File: src/rtl/mem_proto_pkg.sv
`default_nettype none
// ============================================================================
//  Module      : mem_proto_pkg
//  Description : Shared encodings for the three-channel memory beat protocol
//                (per-channel transmit states and request channel codes).
//  Revision    : 1.0 - initial release
// ============================================================================
package mem_proto_pkg;

  typedef enum logic [1:0] {
    TX_IDLE = 2'd0,
    TX_LO   = 2'd1,
    TX_HI   = 2'd2,
    TX_GAP  = 2'd3
  } tx_state_t;

  typedef enum logic [1:0] {
    CH_SDRAM = 2'd0,
    CH_FLASH = 2'd1,
    CH_ROM   = 2'd2,
    CH_BAD   = 2'd3
  } chan_t;

endpackage
`default_nettype wire

File: src/rtl/mem_tx_chan.sv
`default_nettype none
// ============================================================================
//  Module      : mem_tx_chan
//  Description : One transmit channel: IDLE->LO->HI->GAP FSM, payload latch
//                and LO-phase wait counter with timeout abort. SPLIT=1 sends
//                the low half then the high half; SPLIT=0 repeats the payload.
//  Revision    : 1.0 - initial release
// ============================================================================
module mem_tx_chan
  import mem_proto_pkg::*;
#(
  parameter int BEAT_W  = 2,
  parameter int SPLIT   = 1,
  parameter int TIMEOUT = 15,
  parameter int CNT_W   = 4
) (
  input  logic                                    clock,
  input  logic                                    reset,
  input  logic                                    start,
  input  logic [(SPLIT ? 2*BEAT_W : BEAT_W)-1:0] payload,
  input  logic                                    ready,
  output logic                                    valid,
  output logic [BEAT_W-1:0]                       data_o,
  output logic                                    done,
  output logic                                    err,
  output logic                                    idle,
  output logic [1:0]                              state
);

  localparam int              c_PAY_W = SPLIT ? 2*BEAT_W : BEAT_W;
  localparam logic [CNT_W-1:0] c_LAST  = CNT_W'(TIMEOUT - 1);

  tx_state_t          r_state;
  tx_state_t          w_state_nxt;
  logic [c_PAY_W-1:0] r_payload;
  logic [CNT_W-1:0]   r_cnt;
  logic               r_err;
  logic               w_timeout;
  logic [BEAT_W-1:0]  w_beat0;
  logic [BEAT_W-1:0]  w_beat1;

  generate
    if (SPLIT != 0) begin : g_split
      assign w_beat0 = r_payload[BEAT_W-1:0];
      assign w_beat1 = r_payload[c_PAY_W-1:BEAT_W];
    end else begin : g_repeat
      assign w_beat0 = r_payload;
      assign w_beat1 = r_payload;
    end
  endgenerate

  // Abort fires on the last tolerated stalled cycle of the first beat.
  assign w_timeout = (r_state == TX_LO) && !ready && (r_cnt == c_LAST);

  // State, payload, wait counter and registered abort pulse.
  always_ff @(posedge clock) begin
    if (reset) begin
      r_state   <= TX_IDLE;
      r_payload <= '0;
      r_cnt     <= '0;
      r_err     <= 1'b0;
    end else begin
      r_state <= w_state_nxt;
      r_err   <= w_timeout;
      if ((r_state == TX_IDLE) && start) begin
        r_payload <= payload;
        r_cnt     <= '0;
      end else if ((r_state == TX_LO) && !ready && !w_timeout) begin
        r_cnt <= r_cnt + 1'b1;
      end
    end
  end

  // Next-state and output decode from registered state and payload only.
  always_comb begin
    w_state_nxt = r_state;
    valid       = 1'b0;
    data_o      = '0;
    done        = 1'b0;
    case (r_state)
      TX_IDLE: begin
        if (start) w_state_nxt = TX_LO;
      end
      TX_LO: begin
        valid  = 1'b1;
        data_o = w_beat0;
        if (ready)          w_state_nxt = TX_HI;
        else if (w_timeout) w_state_nxt = TX_IDLE;
      end
      TX_HI: begin
        valid  = 1'b1;
        data_o = w_beat1;
        if (ready) w_state_nxt = TX_GAP;
      end
      TX_GAP: begin
        done        = 1'b1;
        w_state_nxt = TX_IDLE;
      end
      default: w_state_nxt = TX_IDLE;
    endcase
  end

  assign err   = r_err;
  assign idle  = (r_state == TX_IDLE);
  assign state = r_state;

endmodule
`default_nettype wire

File: src/rtl/mem_req_gen.sv
`default_nettype none
// ============================================================================
//  Module      : mem_req_gen
//  Description : Request dispatcher driving the sdram, flash and rom beat
//                links concurrently, with error merge, state-tuple coverage
//                map and an all-channels-in-gap flag.
//  Revision    : 1.0 - initial release
// ============================================================================
module mem_req_gen
  import mem_proto_pkg::*;
#(
  parameter int TIMEOUT = 15,
  parameter int CNT_W   = 4
) (
  input  logic       clock,
  input  logic       reset,
  input  logic       meta_reset,
  input  logic       req_valid,
  input  logic [1:0] req_chan,
  input  logic [3:0] req_data,
  output logic       req_ready,
  output logic       sdram_valid,
  output logic [1:0] sdram_data_o,
  input  logic       sdram_ready,
  output logic       flash_valid,
  output logic [3:0] flash_data_o,
  input  logic       flash_ready,
  output logic       rom_valid,
  output logic       rom_data_o,
  input  logic       rom_ready,
  output logic [2:0] tx_done,
  output logic       tx_err,
  output logic [5:0] coverage,
  output logic [5:0] io_cov_sum,
  output logic       bug
);

  logic [2:0]  w_idle;
  logic [2:0]  w_start;
  logic [2:0]  w_err;
  logic [1:0]  w_st_sdram;
  logic [1:0]  w_st_flash;
  logic [1:0]  w_st_rom;
  logic        w_accept;
  logic        r_bad_err;
  logic [5:0]  r_reg_state;
  logic [63:0] r_covmap;
  logic [5:0]  r_covsum;

  // Illegal channel is always accepted; legal ones only when their FSM idles.
  always_comb begin
    req_ready = 1'b1;
    case (req_chan)
      CH_SDRAM: req_ready = w_idle[0];
      CH_FLASH: req_ready = w_idle[1];
      CH_ROM:   req_ready = w_idle[2];
      default:  req_ready = 1'b1;
    endcase
  end

  assign w_accept   = req_valid && req_ready;
  assign w_start[0] = w_accept && (req_chan == CH_SDRAM);
  assign w_start[1] = w_accept && (req_chan == CH_FLASH);
  assign w_start[2] = w_accept && (req_chan == CH_ROM);

  mem_tx_chan #(.BEAT_W(2), .SPLIT(1), .TIMEOUT(TIMEOUT), .CNT_W(CNT_W)) u_sdram (
    .clock(clock), .reset(reset), .start(w_start[0]), .payload(req_data),
    .ready(sdram_ready), .valid(sdram_valid), .data_o(sdram_data_o),
    .done(tx_done[0]), .err(w_err[0]), .idle(w_idle[0]), .state(w_st_sdram)
  );

  mem_tx_chan #(.BEAT_W(4), .SPLIT(0), .TIMEOUT(TIMEOUT), .CNT_W(CNT_W)) u_flash (
    .clock(clock), .reset(reset), .start(w_start[1]), .payload(req_data),
    .ready(flash_ready), .valid(flash_valid), .data_o(flash_data_o),
    .done(tx_done[1]), .err(w_err[1]), .idle(w_idle[1]), .state(w_st_flash)
  );

  mem_tx_chan #(.BEAT_W(1), .SPLIT(1), .TIMEOUT(TIMEOUT), .CNT_W(CNT_W)) u_rom (
    .clock(clock), .reset(reset), .start(w_start[2]), .payload(req_data[1:0]),
    .ready(rom_ready), .valid(rom_valid), .data_o(rom_data_o),
    .done(tx_done[2]), .err(w_err[2]), .idle(w_idle[2]), .state(w_st_rom)
  );

  // Illegal-channel request is dropped and reported one cycle later.
  always_ff @(posedge clock) begin
    if (reset) r_bad_err <= 1'b0;
    else       r_bad_err <= req_valid && (req_chan == CH_BAD);
  end

  assign tx_err = r_bad_err | (|w_err);

  // Coverage map survives protocol reset; only meta_reset clears it.
  always_ff @(posedge clock) begin
    r_reg_state <= {w_st_flash, w_st_sdram, w_st_rom};
    if (meta_reset) begin
      r_covmap <= '0;
      r_covsum <= '0;
    end else if (!r_covmap[r_reg_state]) begin
      r_covmap[r_reg_state] <= 1'b1;
      if (r_covsum != 6'd63) r_covsum <= r_covsum + 6'd1;
    end
  end

  assign coverage   = r_covsum;
  assign io_cov_sum = r_covsum;
  assign bug        = (w_st_sdram == TX_GAP) && (w_st_flash == TX_GAP) &&
                      (w_st_rom == TX_GAP);

endmodule
`default_nettype wire

File: config.mk
export PLATFORM = sky130hd
export DESIGN_NAME = mem_req_gen
export DESIGN_NICKNAME = d
export VERILOG_FILES = /design/src/rtl/mem_proto_pkg.sv /design/src/rtl/mem_tx_chan.sv /design/src/rtl/mem_req_gen.sv
export SDC_FILE = /design/constraint.sdc
export NUM_CORES = 1
export LEC_CHECK = 0
export CELL_PAD_IN_SITES_DETAIL_PLACEMENT = 0
export CELL_PAD_IN_SITES_GLOBAL_PLACEMENT = 2
export CORE_MARGIN = 3
export CORE_UTILIZATION = 40
export CTS_BUF_LIST = sky130_fd_sc_hd__clkbuf_4 sky130_fd_sc_hd__clkbuf_8
export DETAILED_ROUTE_END_ITERATION = 10
export PLACE_DENSITY_LB_ADDON = 0.1
export SETUP_SLACK_MARGIN = 0.1
export SKIP_LAST_GASP = 1
export SLEW_MARGIN = 40
export SYNTH_ARGS = -nofsm -noshare
export SYNTH_HDL_FRONTEND = slang
export SYNTH_SLANG_ARGS = --single-unit
File: constraint.sdc
create_clock -name clock -period 3.6 [get_ports clock]
set_input_delay 0.72 -clock clock [delete_from_list [all_inputs] [get_ports clock]]
set_output_delay 0.72 -clock clock [all_outputs]
set_load 0.005 [all_outputs]
==> results.md <==
* Status: finished, final reports clean
* Seq pwr share at 49.9%
* Port-buffer cells at 40
* Post-CTS resize count at 0
* Number of synthesized register bits at about 110
* Critical path arrival at ~3300 ps
* Clk buf depth at 2
* Setup tns final at 0 ps
* P_sw at 0.836 mW
* Synth Warn # at 0
* Minimum clock period at between 2000 and 3000 ps
* Diode count at 0
* Critical R2R Launch: r_reg_state[0]$_DFF_P_
* First-pass GRT wire length at about 20000 microns
* Reg2reg end: r_covmap[21]$_SDFFE_PP0N_
* Total track usage at about a fifth
* Per-cell routed wire length at between 15 and 20 microns
* Final cycle utilization of the critical path at between 80% and 90%
* Area grow syn2layout at 14.0%
* Row count at 40
* Die area at between 10000 and 15000 sq um
* H-tree depth at 3
* Fillers at ~1200
* Placed inst area at ~5500 sq um
* FF+latch area at roughly 2200 sq um
* Final setup violation count at 0
* Critical path capture point type: register
* Synth area leader: dfxtp_1
* Hold path depth at 0
* Area of the multi-input gates at ~2500 sq um
* FFs w/ async S/R, synth at 0%
* Hold Path Class: register to register
* Max Cap Viol at 0
* Final setup margin at between 600 and 700 ps
* Reg2reg path depth at 7
* GRT overflow at 0
* Number of global-route vias before repair at a little under 4000
* DRT iter0 DRCs at ~250
* Cells after synthesis at 548
* Post-synth top flop: dfxtp_1
* Int Pwr at 1.83 mW
* DR vias/cell at ~5.4
* Sequential fraction of the synthesis area at 43.7%
* Root Driver: clkbuf_8
* Die Ht at around 120 microns
* Final wirelength at about 12000 microns
* Worst vdd ir at between 0.2 and 0.25 mV
* CTS tree: yes
* Initial antenna violation count at 0
* Io pins at between 40 and 50
* Least-Margin Pin Slew at 757 ps
* Post-place setup slack at 686 ps
* Area of the core at 12100 sq um
* Leakage at 2.06 nW
* # Post-CTS Setup Buffers at 0
* Final Hold Vio Count at 0
* Layout cell share with drive strength beyond 1 at under 10%
* Dpl hpwl at between 8000 and 9000 microns
* Drt drc at 0
* Max Fclk at around 0.34 GHz
* Yosys cell types at 56
* Min-Delay Endpoint: r_reg_state[5]$_DFF_P_
* CP Class: register to register
* Worst-path clk slew at 100 ps
* Final Cell Area at 5640 sq um
* Vias at 4033
* Most frequent cell after synthesis: dfxtp_1
* Num CTS Buffers at 9
* Number of synthesized flops with an enable pin at 0
* Startpoint Class: register
* Synthesized cell area at around 5000 sq um
* DR pass1 iterations at 4
* Initial Utilization at ~40%
* Max-slew headroom at between 40% and 50%
* Total power at 2.67 mW
* Power Dens Cells at ~470 nW/um^2
* Skew-Pair Late Insertion Delay at around 380 ps
* Area fraction of the dominant cell type after synthesis at a little over two fifths
* Clk pwr share at between 20% and 30%
* Avg Cell Area, Syn at 9.03 sq um
* Top cells by area, synth: dfxtp_1 44%, nor2_1 6.7%, ha_1 5.6%
* Most frequent cells after synthesis: 108 x dfxtp_1, 88 x nor2_1, 34 x inv_1
* Combinational share of power at approximately 22%
* Pin count of the biggest net entering global routing at 46
* Post-synth net total at slightly below 600
* Final slew viol count at 0
* Placer Congestion at 0.841
* Fin Clk Skew at about 9.1 ps
* Required time worst endpoint at roughly 3900 ps
* Hold-fix buffers, CTS at 0
* Sw frac at a little under a third
* Die Wd at 117 microns
* RSZ-0062 raised after global routing: false
* Post-route ant nets at 0
* # clock sinks at 108
* Peak fanout along the critical path at 22
* Nets at 609
* Setup slack, reg-to-reg at ~620 ps
-- worst max-delay path by stage --
stage / slack, ps / endpoint / cells after the start / start
global route: 430 / r_covmap[23]$_SDFFE_PP0N_ / 7 / r_reg_state[0]$_DFF_P_
CTS: 650 / r_covmap[21]$_SDFFE_PP0N_ / 7 / r_reg_state[0]$_DFF_P_
finish: 620 / r_covmap[21]$_SDFFE_PP0N_ / 7 / r_reg_state[0]$_DFF_P_
detailed placement: 690 / r_covmap[16]$_SDFFE_PP0N_ / 7 / r_reg_state[0]$_DFF_P_
floorplan: 1360 / coverage[1]$_SDFFE_PP0P_ / 8 / r_reg_state[0]$_DFF_P_
global placement: 780 / r_covmap[23]$_SDFFE_PP0N_ / 7 / r_reg_state[0]$_DFF_P_
-- layout by cell type (no fill, tap or decap), drive strengths merged, types with 2 or more instances in the layout --
| cell type | Yosys | routed |
|---|---|---|
| nor2 | 89 | 89 |
| and4b | 2 | 2 |
| or3 | 8 | 8 |
| a221oi | 17 | 17 |
| a31oi | 33 | 33 |
| buf | 19 | 11 |
| nor3 | 9 | 9 |
| dfxtp | 108 | 108 |
| nor2b | 9 | 9 |
| and3 | 5 | 5 |
| nand3b | 3 | 3 |
| or3b | 3 | 3 |
| a211oi | 8 | 8 |
| a22oi | 6 | 6 |
| and2 | 7 | 7 |
| clkdlybuf4s50 | 0 | 39 |
| a21oi | 28 | 28 |
| nor4b | 3 | 3 |
| clkbuf | 16 | 10 |
| mux2i | 17 | 17 |
| nand2 | 16 | 16 |
| inv | 34 | 34 |
| o22a | 2 | 2 |
| ha | 22 | 22 |
| mux4 | 2 | 2 |
| o22ai | 22 | 22 |
| nand2b | 11 | 11 |
| xnor2 | 3 | 3 |
| nand4b | 2 | 2 |
| clkinv | 0 | 3 |
| nand3 | 15 | 15 |
| nand4 | 7 | 7 |
| a22o | 2 | 2 |
| xor2 | 6 | 6 |
| nor3b | 3 | 3 |
-- critical path: stages, from the launching register on --
cell	delay (ps)
dfxtp_1	810
mux4_1	640
a22o_1	230
a31oi_2	210
nand4_4	200
nor2_4	280
nand3_1	310
o22ai_1	220
-- power by group through the flow --
stage          combinational, mW  sequential, mW  clock (mW)
6_report                   0.596            1.33       0.739
3_5_place_dp               0.593            1.36           0
2_1_floorplan              0.441            1.32           0
4_1_cts                    0.599            1.33       0.774
3_3_place_gp               0.592            1.36           0
5_1_grt                    0.663            1.34       0.824
-- cells by family after synthesis --
logic type                 count (synthesis)  synth area share, %
and+or+nand+nor                          195                 20.7
AOI/OAI and AO/OA                        126                 17.5
DFF                                      108                 43.7
buffers and inverters                     69                 6.42
adders and majority gates                 22                 5.56
muxes                                     19                 4.50
xor gates and xnor gates                   9                 1.59
-- state kept, by name, summed over array words and instances, names as in the netlist, 2 cells and up, named ones only --
signal and cells:
coverage 6, r_reg_state 6, r_covmap 64, u_sdram.r_cnt 4, u_rom.r_payload 2, u_flash.r_payload 4
u_sdram.r_payload 4, u_flash.r_cnt 4, u_rom.r_cnt 4
-- per-stage QoR --
step	instances	utilization, %	hold WS, ps
floorplan	548	-	382
global placement	731	45.2	410
detailed placement	731	45.2	412
CTS	746	46.8	428
global route	746	46.8	443
finish	746	46.8	415
-- area by class of cell --
cell class / count / share of cell area (%)
clock inverter: 5 / 0.931
sequential: 108 / 38.3
timing repair buffer: 50 / 8.56
clock buffer: 10 / 2.44
tap: 168 / 3.72
inverter: 34 / 2.26
multi-input combinational: 371 / 43.8
-- metal layers --
layer | vias to the layer above | wire (microns) | GRT usage [%]
li1 | 2005 | - | -
met1 | 1919 | 5870 | 26.3
met2 | 93 | 5730 | 29.1
met3 | 16 | 598 | 5.81
met4 | 0 | 151 | 5.20
met5 | - | 0 | 0
No activity file was read; power rests on OpenSTA's default activity.
